[src/rtl/demux_1_n_reg_v.sv]
// Registered 1-to-N demultiplexer with valid/ready on the input and on every
// output channel. Binary select (unicast) or bit-mask select (multicast).
// Each channel holds one word; words with no destination are counted and dropped.
module demux_1_n_reg_v #(
    parameter int unsigned N_CH      = 8,
    parameter int unsigned DATA_W    = 8,
    parameter int unsigned MASK_MODE = 0,
    localparam int unsigned SEL_W    = (MASK_MODE != 0) ? N_CH : $clog2(N_CH)
) (
    input  logic                     i_clk,
    input  logic                     i_rst,
    input  logic                     i_valid,
    output logic                     o_ready,
    input  logic [DATA_W-1:0]        i_data,
    input  logic [SEL_W-1:0]         i_sel,
    output logic [N_CH-1:0]          o_valid,
    input  logic [N_CH-1:0]          i_ready,
    output logic [N_CH*DATA_W-1:0]   o_data,
    output logic [15:0]              o_drop_cnt,
    output logic                     o_busy
);

    localparam int unsigned CNT_W = 16;

    logic [N_CH-1:0]        tgt_c;
    logic [N_CH-1:0]        can_acc_c;
    logic [N_CH-1:0]        load_c;
    logic                   xfer_c;
    logic                   drop_c;

    logic [N_CH-1:0]        valid_q, valid_d;
    logic [N_CH*DATA_W-1:0] data_q, data_d;
    logic [CNT_W-1:0]       drop_cnt_q, drop_cnt_d;

    // Target set decode: mask bits directly, or index compare (out of range -> empty)
    generate
        if (MASK_MODE != 0) begin : g_mask
            assign tgt_c = i_sel;
        end else begin : g_bin
            always_comb begin
                tgt_c = '0;
                for (int unsigned k = 0; k < N_CH; k++) begin
                    if (i_sel == SEL_W'(k)) tgt_c[k] = 1'b1;
                end
            end
        end
    endgenerate

    // A channel accepts when empty or draining this cycle; all targets must accept
    assign can_acc_c = ~valid_q | i_ready;
    assign o_ready   = &(can_acc_c | ~tgt_c);
    assign xfer_c    = i_valid & o_ready;
    assign load_c    = tgt_c & {N_CH{xfer_c}};
    assign drop_c    = xfer_c & ~(|tgt_c);

    // Next state: drain clears, load sets (load wins so drain+load has no bubble)
    always_comb begin
        valid_d    = (valid_q & ~i_ready) | load_c;
        data_d     = data_q;
        drop_cnt_d = drop_cnt_q;
        for (int unsigned k = 0; k < N_CH; k++) begin
            if (load_c[k]) data_d[k*DATA_W +: DATA_W] = i_data;
        end
        if (drop_c && (drop_cnt_q != '1)) drop_cnt_d = drop_cnt_q + CNT_W'(1);
    end

    // State registers, cleared asynchronously
    always_ff @(posedge i_clk or posedge i_rst) begin
        if (i_rst) begin
            valid_q    <= '0;
            data_q     <= '0;
            drop_cnt_q <= '0;
        end else begin
            valid_q    <= valid_d;
            data_q     <= data_d;
            drop_cnt_q <= drop_cnt_d;
        end
    end

    assign o_valid    = valid_q;
    assign o_data     = data_q;
    assign o_drop_cnt = drop_cnt_q;
    assign o_busy     = |valid_q;

endmodule

[config.mk]
export PLATFORM = sky130hd
export DESIGN_NAME = demux_1_n_reg_v
export DESIGN_NICKNAME = d
export VERILOG_FILES = /design/src/rtl/demux_1_n_reg_v.sv
export SDC_FILE = /design/constraint.sdc
export NUM_CORES = 1
export LEC_CHECK = 0
export CORE_UTILIZATION = 23
export CTS_BUF_LIST = sky130_fd_sc_hd__clkbuf_4
export CTS_CLUSTER_SIZE = 16
export DETAILED_ROUTE_END_ITERATION = 7
export GPL_ROUTABILITY_DRIVEN = 0
export SETUP_SLACK_MARGIN = 0.2
export SYNTH_ARGS = -nofsm -noshare
export SYNTH_HDL_FRONTEND = slang
export SYNTH_SLANG_ARGS = --single-unit
[constraint.sdc]
create_clock -name i_clk -period 2.8 [get_ports i_clk]
set_input_delay 0.56 -clock i_clk [delete_from_list [all_inputs] [get_ports i_clk]]
set_output_delay 0.56 -clock i_clk [all_outputs]
set_load 0.05 [all_outputs]
==> results summary, run 1 <==
The initial antenna violation count came out at 0. The estimated wirelength of the detail-placed design came out at 6.13 mm. The mean instance size in the synthesized netlist is 15.6 um^2. The largest driver fanout on the critical path came out at 3. The overall die area came out at 14900 um^2. The power per unit of standard cell area came out at 804 nW/um^2. By area the synthesized netlist is led by sky130_fd_sc_hd__dfrtp_1 66%, sky130_fd_sc_hd__mux2_2 22%, sky130_fd_sc_hd__clkbuf_1 1.8%. Walking the worst path, the cells encountered are clkdlybuf4s50_1, nand2b_4, mux4_2, mux2_4, buf_8. Among all stages on the critical path, the largest delay is contributed by sky130_fd_sc_hd__mux4_2. Summed over its instances, the top area cell type makes up 66.4% of the synthesized netlist area.

The number of sinks driven by the clock tree is 88. The min-delay analysis places its worst path in the category register to register. Setup repair after global routing could not meet its margin everywhere. The max-slew violation total from the final report was 0.

The number of nets with antenna violations after routing is 0. The number of synthesized register bits is 88. After routing, the total negative slack on setup checks comes to 0 ns.

The max capacitance violation total is 0. The leakage power summed over all cells is 2.15 nW. The number of cell rows is 43. The startpoint kind of the worst setup timing path is an input port. The repair_antennas step left the layout with diodes totalling 0. Counting I/O delays and the setup requirement, the final critical path takes 2.59 ns.

The wire length after detailed routing came out at 8.70 mm. The cell count after synthesis is 212. In this run the critical register-to-register path is captured at o_data[55]. For the pin with the worst max-slew slack, the measured transition is 0.622 ns. The data arrival time of the critical path is 2.03 ns. Of the synthesized area, sequential elements account for 66.4%.

The peak per-stage delay on the critical path is 0.45 ns. The number of synthesis warnings is 0. The worst register-to-register path begins at o_valid[6]. Dividing the detail-routed wire length by the instance count gives 16.9 um. The floorplan step set the die height to 122 um. The post-detailed-route via-to-cell ratio came out at 4.15. The top-level port count came out at 112. The number of nets in the layout came out at 353. The filler cells instantiated in the layout total 1392.

The pin count of the biggest net entering global routing came out at 42. The worst supply voltage drop on vdd came out at 0.309 mV. The post-CTS clock slew at the launch and capture registers of the worst setup and hold paths is 0.12 ns. The final clock skew is 0.0176 ns.

By startpoint and endpoint, the worst setup path is classified as input port to output pin. The area of the placeable core came out at 14000 um^2. The clock latency at the later pin of the worst-skew pair is 0.45 ns. The run finished with clean final reports. The share of the core filled with cells in the final layout came out at 35.3%. TritonCTS built the clock tree. Timing would allow up to 387 MHz.

The worst register-to-register path has a depth of 5. The type of element capturing the critical path is an output pin. The tightest hold path in the finished design has a slack of 0.391 ns. The total overflow left after global routing is 0. The initial core utilization came out at 23.7%. The global-route wire length before repair came out at 12.9 mm. The count of port buffers added during placement came out at 111. The detailed-route DRC error count is 0. Measured against its own limit, the worst slew margin works out to 58.5%. Summing over every cut layer, the via total after detailed routing is 2135.

The number of nets in the synthesized netlist is 234. The period utilization is 92.3%. The detailed-routing iteration count for the pre-antenna-repair pass came out at 4.

The number of global-route vias before repair is 2192. The count of buffering cells on the critical path with inverters included came out at 2. The number of setup violations in the final report is 0.

Of all cell types, the one taking the most synthesized area is sky130_fd_sc_hd__dfrtp_1. The total routing usage reported by global routing came out at 12.4%. For the worst setup path, the data required time is 2.24 ns. The critical path ends at o_ready. Clock tree synthesis selected as its root buffer the cell sky130_fd_sc_hd__clkbuf_4. The number of cells on the critical path is 5. The design draws 3.97 mW.

The critical path starts at i_ready[1]. The number of buffers inserted for hold repair after clock tree synthesis came out at 0. The number of levels in the clock H-tree came out at 3. The mapped netlist covers 3320 um^2. Grouping stages by cell kind, the critical path spends the most delay in multiplexers. No sink is reached through more buffers than the 2 on the longest clock path. In this run the horizontal extent of the chip is 122 um. The layout cell share with drive strength beyond 1 came out at 34.6%. TritonCTS created 9 clock buffers. In this run the register-to-register setup slack is 1.25 ns. The number of hold-slack violations in the final timing report is 0. In this run, distinct cell masters in the synthesized netlist total 20. The starting DRC count in detailed routing is 82. Relative to the synthesized area, the layout overhead comes to 48.7%.
[metrics by stage]
step,worst slack [ns],std cells,instance area (um^2)
4_1_cts,0.0919,511,4820
3_3_place_gp,0.0452,496,4670
2_1_floorplan,0.559,212,3320
3_5_place_dp,0.00577,496,4670
6_report,0.215,515,4930
5_1_grt,0.193,515,4930
[worst min path at each step]
stage	from	end	slack (ns)	cells past startpoint
global route	i_ready[4]	o_valid[4]	0.37	3
CTS	o_drop_cnt[7]	o_drop_cnt[7]	0.40	0
floorplan	i_data[0]	o_data[16]	0.71	1
detailed placement	o_drop_cnt[10]	o_drop_cnt[10]	0.37	0
global placement	o_drop_cnt[12]	o_drop_cnt[12]	0.36	0
finish	o_drop_cnt[4]	o_drop_cnt[4]	0.39	0
[power breakdown]
group          switching, mW  internal (mW)  total, mW
sequential             0.118           1.48       1.60
combinational           1.01          0.567       1.58
clock                  0.433          0.354      0.787
[cell usage after synthesis]
| cell | n |
|---|---|
| sky130_fd_sc_hd__nand2_2 | 1 |
| sky130_fd_sc_hd__clkbuf_1 | 16 |
| sky130_fd_sc_hd__nand2b_1 | 8 |
| sky130_fd_sc_hd__nor2b_2 | 1 |
| sky130_fd_sc_hd__buf_2 | 1 |
| sky130_fd_sc_hd__nand2_1 | 9 |
| sky130_fd_sc_hd__mux2_2 | 65 |
| sky130_fd_sc_hd__nand4_2 | 1 |
| sky130_fd_sc_hd__buf_4 | 2 |
| sky130_fd_sc_hd__buf_6 | 1 |
| sky130_fd_sc_hd__nor2b_1 | 2 |
| sky130_fd_sc_hd__mux4_1 | 2 |
| sky130_fd_sc_hd__and3b_1 | 3 |
| sky130_fd_sc_hd__nand3_2 | 3 |
| sky130_fd_sc_hd__nor3b_4 | 1 |
| sky130_fd_sc_hd__nor4_1 | 2 |
| sky130_fd_sc_hd__nor2_1 | 1 |
| sky130_fd_sc_hd__dfrtp_1 | 88 |
| sky130_fd_sc_hd__inv_1 | 1 |
| sky130_fd_sc_hd__o21ai_0 | 4 |
[placed cells by master (no fill, tap or decap)]
master / n
sky130_fd_sc_hd__mux2_2: 64
sky130_fd_sc_hd__nand2_2: 1
sky130_fd_sc_hd__clkinvlp_4: 2
sky130_fd_sc_hd__nand4_2: 1
sky130_fd_sc_hd__o21ai_0: 4
sky130_fd_sc_hd__nor2_1: 1
sky130_fd_sc_hd__nor3b_4: 1
sky130_fd_sc_hd__clkinv_4: 1
sky130_fd_sc_hd__buf_12: 1
sky130_fd_sc_hd__dlygate4sd2_1: 2
sky130_fd_sc_hd__nor2b_2: 1
sky130_fd_sc_hd__nor4_2: 1
sky130_fd_sc_hd__clkbuf_4: 9
sky130_fd_sc_hd__and3b_1: 3
sky130_fd_sc_hd__nor4_1: 1
sky130_fd_sc_hd__buf_8: 1
sky130_fd_sc_hd__clkinv_2: 1
sky130_fd_sc_hd__nand2b_4: 8
sky130_fd_sc_hd__bufinv_16: 2
sky130_fd_sc_hd__dfrtp_1: 88
sky130_fd_sc_hd__dlymetal6s2s_1: 3
sky130_fd_sc_hd__nor2b_1: 2
sky130_fd_sc_hd__nand2_1: 9
sky130_fd_sc_hd__nand3_2: 3
sky130_fd_sc_hd__buf_4: 16
sky130_fd_sc_hd__mux2_4: 1
sky130_fd_sc_hd__clkinv_1: 1
sky130_fd_sc_hd__clkdlybuf4s50_1: 105
sky130_fd_sc_hd__mux4_2: 2
[repair_timing]
action / in CTS / in global routing
endpoints found under the hold margin: 0 / 0
pin swaps: 0 / 0
endpoints found under the setup margin: 2 / 1
setup buffers: 0 / 4
gates resized for setup: 2 / 19
[per-layer routing]
metal	vias to the layer above	global-route usage (%)	share of wire, %
li1	963	-	-
met1	1077	16.2	45
met2	83	18.0	45
met3	12	4.68	7.7
met4	0	5.72	1.9
met5	-	0	0
[state kept, by name, indices dropped and copies added (netlist names)]
| signal | flops |
|---|---|
| o_drop_cnt | 16 |
| o_valid | 8 |
| o_data | 64 |
[cells by family (layout without fill, tap and decap cells)]
group	Yosys count	after routing	synth area share (%)
AND/OR/NAND/NOR	32	32	6.49
AO/OA/AOI/OAI	4	4	0.604
buffers and inverters	21	144	2.87
multiplexers	67	67	23.7
flip-flops	88	88	66.4
[layout make-up]
type                            count  area (um^2)  area share, %
Multi-Input combinational cell    103         1080           21.9
Clock buffer                        9         67.6           1.37
Clock inverter                      6         85.1           1.73
Timing Repair Buffer              128         1260           25.6
Sequential cell                    88         2200           44.7
Inverter                            1         7.51          0.152
Tap cell                          180          225           4.57
Note: power is estimated with default switching activity, not from simulation.
==> run 2, diff against run 1 <==
Settings changed: CORE_UTILIZATION 23 to 28, CTS_CLUSTER_SIZE 16 to not set.
==> run 2 against run 1 <==
Effect of this change:
- final area is 1.9% lower
- power is 2.3% lower
- clock skew fell by 0.0069 ns
- via count down 1.2%
- critical path depth stayed put
- count of clock-buffer cells in the layout grew 1
- largest power group unchanged
- utilization grew 6.9 points
- sequential power hardly changed
- register-to-register slack gained 0.05 ns
- sequential share of layout area grew 0.85 points
==> results summary, run 2 (synthesis results as in run 1) <==
The flow ran to the end, and the final reports show no timing, DRC or antenna violations. In this run, the number of DRC markers left after iteration 0 of detailed routing was 84. The largest driver fanout on the critical path came out at 3.

The register-to-register setup slack came out at 1.30 ns. During I/O placement, the number of pins put on the boundary was 112. For this run, the post-layout net count is 350. The number of hold-slack violations in the final timing report came out at 0. Setup repair after global routing left no endpoint under its margin. The number of filler instances in the final layout came out at 1081. TritonCTS built the clock tree. The detailed-route DRC error count came out at 0.

The number of flip-flops under the largest register name is 64. The layout cell share with drive strength beyond 1 is 33.9%. The pre-antenna-repair detailed-routing pass consisted of 4 iterations. In this run the worst hold path is classified as input port to asynchronous set/reset pin. The period utilization came out at 91.6%. After detailed routing, the total wire length is 8.07 mm. The switching share of power came out at 40.0%.

Per report_power, the clock group accounts for 18.1% of the total. Dividing the detail-routed wire length by the instance count gives 17.0 um. The worst setup path is captured at an output pin. The tree is rooted in a sky130_fd_sc_hd__clkbuf_4.

The count of port buffers added during placement came out at 111. The number of cell rows came out at 39. After routing the design area is 4840 um^2.

For the pin with the worst max-slew slack, the measured transition is 0.538 ns. Of the total power, registers draw 41.3%. The power per unit of standard cell area is 801 nW/um^2. The worst pin sits at a relative slew slack of 64.1%.

The combinational share of power is 40.6%. The worst register-to-register path ends at o_data[32]. The worst register-to-register path begins at o_valid[4]. STA puts the critical path data required time at 2.24 ns.

The estimated wirelength of the detail-placed design came out at 5.41 mm. The initial antenna violation count came to 0. The startpoint kind of the worst setup timing path is an input port. The clock reaches the later pin of the worst-skew pair after 0.43 ns.

The type of the worst setup path is input port to output pin. The routed via count is 2109. The final critical path time including I/O delays and setup came out at 2.56 ns.

In the final timing run, aggregate negative setup slack is 0 ns. In this run the power spent charging and discharging nets is 1.55 mW. The x dimension of the die came out at 111 um. The number of clock buffers inserted by TritonCTS came out at 9. The achievable frequency came out at 390 MHz. The max-slew violation total from the final report is 0. The library cells used most frequently in the layout, excluding fill and tap cells, are 105 x sky130_fd_sc_hd__clkdlybuf4s50_1, 88 x sky130_fd_sc_hd__dfrtp_1, 64 x sky130_fd_sc_hd__mux2_2.

The post-CTS clock slew at the launch and capture registers of the worst setup and hold paths is 0.13 ns. The synthesis-to-finish area growth is 45.9%. Summing all placed instances gives a cell area of 4600 um^2. The number of nets with antenna violations after routing came out at 0. The final clock skew is 0.0107 ns.

In the global route stage, overall resource usage came out at 14.0%. The number of sinks driven by the clock tree is 88. The post-detailed-route via-to-cell ratio came out at 4.43. The worst supply voltage drop on vdd is 0.412 mV. The area of the placeable core came out at 11500 um^2.

The count of inserted antenna diode cells is 0. The leakage power summed over all cells came out at 2.13 nW. The depth of the worst register-to-register path came out at 4. The overall die area came out at 12300 um^2.

The initial core utilization came out at 28.9%. The remaining global-route overflow came out at 0. The H-tree was split into 3 levels. Across the run, the number of max-cap violations was 0. The first global-routing pass estimated 12.8 mm of wire.

The height of the die is 111 um. The internal portion of the total power is 2.33 mW. The pin count of the biggest net entering global routing is 81.

The number of setup violations in the final report came out at 0. The data arrival time of the critical path is 2.00 ns. The maximum number of buffers from clock root to sink came out at 2.

The number of global-route vias before repair is 2231. The most common cell after layout, fill and taps aside is sky130_fd_sc_hd__clkdlybuf4s50_1. The number of buffers inserted for hold repair after clock tree synthesis came out at 0.
==> run 2: cell count changes in the layout (fill, tap and decap cells not counted) <==
cell	previous run	this run
sky130_fd_sc_hd__nor4_2	1	0
sky130_fd_sc_hd__nor4_1	1	2
sky130_fd_sc_hd__clkinv_2	1	2
sky130_fd_sc_hd__bufinv_16	2	1
sky130_fd_sc_hd__buf_4	16	13
sky130_fd_sc_hd__clkbuf_4	9	10
==> run 2: worst max-delay path by stage <==
stage,startpoint,endpoint,cells after the start
2_1_floorplan,o_valid[2],o_ready,3
3_3_place_gp,i_sel[1],o_ready,4
5_1_grt,i_ready[2],o_ready,5
4_1_cts,i_ready[0],o_ready,5
3_5_place_dp,i_sel[1],o_ready,4
6_report,i_ready[7],o_ready,5
==> run 2: routing by layer <==
layer	vias up	part of all wire (%)	GRT usage [%]
li1	961	-	-
met1	1074	46	18.3
met2	70	48	21.3
met3	4	6.0	5.36
met4	0	0.62	4.71
met5	-	0	0
==> run 2: timing repair <==
item                                    CTS  global route
endpoints found under the setup margin    2             1
buffers inserted                          0             5
gates resized for setup                   4            14
pin swaps                                 0             0
==> run 2: area by class of cell <==
type | instances | area (um^2) | area share [%]
Inverter | 1 | 7.51 | 0.155
Timing Repair Buffer | 125 | 1240 | 25.6
Multi-Input combinational cell | 103 | 1080 | 22.2
Clock inverter | 6 | 60.1 | 1.24
Clock buffer | 10 | 75.1 | 1.55
Tap cell | 143 | 179 | 3.70
Sequential cell | 88 | 2200 | 45.5
==> run 2: critical path: stages <==
cell,delay (ns)
sky130_fd_sc_hd__clkdlybuf4s50_1,0.40
sky130_fd_sc_hd__nand2b_4,0.15
sky130_fd_sc_hd__mux4_2,0.46
sky130_fd_sc_hd__mux2_4,0.28
sky130_fd_sc_hd__buf_8,0.15
==> run 2: stage by stage <==
stage	cells	util [%]	total power [mW]	hold slack (ns)	setup slack (ns)
2_1_floorplan	212	-	2.63	0.711	0.559
3_3_place_gp	455	40.1	3.19	0.364	0.122
3_5_place_dp	455	40.1	3.20	0.364	0.102
4_1_cts	471	41.3	3.93	0.349	0.150
5_1_grt	476	42.2	4.07	0.348	0.217
6_report	476	42.2	3.88	0.389	0.235
==> run 2: power groups by stage <==
stage / sequential [mW] / combinational (mW) / clock (mW)
after CTS: 1.60 / 1.58 / 0.745
after floorplan: 2.38 / 0.250 / 0
after detailed placement: 1.63 / 1.58 / 0
final: 1.60 / 1.57 / 0.700
after global placement: 1.62 / 1.57 / 0
after global routing: 1.63 / 1.63 / 0.801
==> run 3, diff against run 2 <==
Settings changed: CELL_PAD_IN_SITES_DETAIL_PLACEMENT set to 0, CELL_PAD_IN_SITES_GLOBAL_PLACEMENT set to 1, PLACE_DENSITY_LB_ADDON set to 0.1.
==> run 3 against run 2 <==
Effect of this change:
- count of clock-buffer cells in the layout decreased by 1
- via count decreased by 3.9%
- cell count decreased by 1.7%
==> results summary, run 3 (synthesis results as in run 1) <==
Measured against its own limit, the worst slew margin works out to 62.8%. Setup total negative slack on the finished layout was measured at 0 ns. The pre-antenna-repair detailed-routing pass consisted of 4 iterations.

The clock network power share is 16.0%. The number of nets with antenna violations after routing came out at 0. The most common cell after layout, fill and taps aside is sky130_fd_sc_hd__clkdlybuf4s50_1.

The overall die area came out at 12300 um^2. The synthesis-to-finish area growth came out at 43.1%. The capture instance of the worst register-to-register path is o_data[39]. For the pin with the worst max-slew slack, the measured transition is 0.557 ns. The depth of the worst register-to-register path came out at 3. The starting DRC count in detailed routing is 48. The path class of the tightest hold or removal check is register to register. The finished layout holds 468 standard cells, fillers aside.

The flow ran to the end, and the final reports show no timing, DRC or antenna violations. The share of the core filled with cells in the final layout came out at 41.4%. The number of setup violations in the final report came out at 0. The power per unit of standard cell area came out at 795 nW/um^2.

In the finished design, the share of the clock period the worst path needs comes to 92.0%. Per report_power, the combinational group accounts for 41.7% of the total. The max capacitance violation total came out at 0. The register-to-register setup slack came out at 1.31 ns.

The analysis attributes to net switching a power of 1.55 mW. The critical path ends at o_ready. In this run, post-CTS hold repair placed 0 buffers. The root buffer cell chosen for the clock tree is sky130_fd_sc_hd__clkbuf_4. The worst setup path is launched from an input port.

The most congested layer reported by global routing is met2. The switching share of power came out at 41.2%. The count of port buffers added during placement came out at 111. The post-CTS clock slew at the launch and capture registers of the worst setup and hold paths is 0.13 ns. The final clock skew is 0.0181 ns. The final critical path time including I/O delays and setup is 2.57 ns. Summed over all layers, the global routing overflow is 0.

The routed layout has 2026 vias. The count of inserted antenna diode cells came out at 0. In the layout the commonest cells are 108 x sky130_fd_sc_hd__clkdlybuf4s50_1, 88 x sky130_fd_sc_hd__dfrtp_1, 64 x sky130_fd_sc_hd__mux2_2. The total routing usage reported by global routing came out at 13.8%. The register with the most flip-flops in the layout has 64 of them. The initial antenna violation count came to 0. Data on the critical path is required at its endpoint by 2.24 ns. The worst-case setup slack after placement came out at 0.0323 ns.

The TritonCTS clock tree is built. The x dimension of the die came out at 111 um. The floorplan step set the die height to 111 um. Global routing used 5.85% of the available met3 tracks. In the final routed layout, each cell accounts on average for 17.2 um.

The worst setup path startpoint is i_ready[6]. The layout cell share with drive strength beyond 1 is 32.0%. CTS built an H-tree with a depth of 3. Counting the fill cells in the layout gives 1115. For this run, the post-layout net count is 343. The internal portion of the total power is 2.22 mW. The estimated wirelength of the detail-placed design is 5.35 mm. The worst supply voltage drop on vdd came out at 0.438 mV.

The global-route met2 utilization came out at 21.0%. The count of placed standard cells including taps came out at 452. The leakage power summed over all cells is 2.05 nW. The pin count of the biggest net entering global routing is 61. The number of global-route vias before repair is 2181. The maximum number of buffers from clock root to sink came out at 2. The first global-routing pass estimated 12.5 mm of wire.

The sequential fraction of design power is 42.2%. The routed design has 8.03 mm of wire. The clock latency at the later pin of the worst-skew pair is 0.44 ns. The max-slew violation total from the final report came out at 0.

The number of clock buffers inserted by TritonCTS came out at 9. The least setup slack across all paths after layout is 0.225 ns. The achievable frequency is 388 MHz. At the worst endpoint, the arrival time is 2.01 ns. In this run the critical register-to-register path is launched from o_valid[4]. The number of hold-slack violations in the final timing report is 0. The type of the worst setup path is input port to output pin.

After floorplanning, the core was divided into 39 placement rows. For this design the top-level I/O count stands at 112. Setup repair after global routing left no endpoint under its margin.

The number of sinks driven by the clock tree came out at 88. The routing usage on met1 came out at 17.5%. For this configuration, the core starts out at a cell density of 28.9%.

The detailed-route DRC error count came out at 0. The post-detailed-route via-to-cell ratio is 4.33. The largest driver fanout on the critical path is 3. The area of the placeable core came out at 11500 um^2. The worst setup path is captured at an output pin.
-- run 3: power groups by stage --
| stage | Combinational [mW] | Sequential, mW | Clock, mW |
|---|---|---|---|
| 3_3_place_gp | 1.58 | 1.61 | 0 |
| 4_1_cts | 1.58 | 1.60 | 0.649 |
| 6_report | 1.57 | 1.59 | 0.604 |
| 2_1_floorplan | 0.250 | 2.38 | 0 |
| 3_5_place_dp | 1.58 | 1.62 | 0 |
| 5_1_grt | 1.63 | 1.63 | 0.684 |
-- run 3: layer usage --
metal / up-vias / share of wire [%]
met4: 0 / 1.5
met1: 1009 / 45
met2: 68 / 46
met3: 10 / 7.7
met5: - / 0
li1: 939 / -
-- run 3: critical path, stage by stage --
cell and delay [ns]:
sky130_fd_sc_hd__clkdlybuf4s50_1 0.40, sky130_fd_sc_hd__nand2b_4 0.15, sky130_fd_sc_hd__mux4_2 0.46, sky130_fd_sc_hd__mux2_4 0.29, sky130_fd_sc_hd__buf_8 0.15
-- run 3: final cells by class --
| class | count | area [um^2] | area share [%] |
|---|---|---|---|
| flip-flops and latches | 88 | 2200 | 46.4 |
| clock inverters | 6 | 36.3 | 0.764 |
| repair buffers | 118 | 1180 | 24.8 |
| well taps | 143 | 179 | 3.77 |
| inverters | 1 | 7.51 | 0.158 |
| multi-input cells | 103 | 1080 | 22.7 |
| clock buffers | 9 | 67.6 | 1.42 |
-- run 3: repair_timing --
action	CTS	global route
hold endpoints to repair	0	0
pin swaps	0	0
endpoints found under the setup margin	2	1
resized for setup	3	13
setup buffers	0	1
-- run 3: worst min path at each step --
stage,startpoint,end,cells after the start
final,o_drop_cnt[3],o_drop_cnt[3],0
after floorplan,i_data[0],o_data[16],1
after global routing,o_drop_cnt[3],o_drop_cnt[3],0
after CTS,o_drop_cnt[10],o_drop_cnt[10],0
after detailed placement,o_drop_cnt[14],o_drop_cnt[14],0
after global placement,o_drop_cnt[13],o_drop_cnt[13],0
-- run 3: metrics by stage --
step	power [mW]	hold WS (ns)	area, um^2
after floorplan	2.63	0.711	3320
after global placement	3.19	0.364	4570
after detailed placement	3.20	0.364	4570
after CTS	3.83	0.398	4680
after global routing	3.94	0.399	4750
final	3.77	0.390	4750
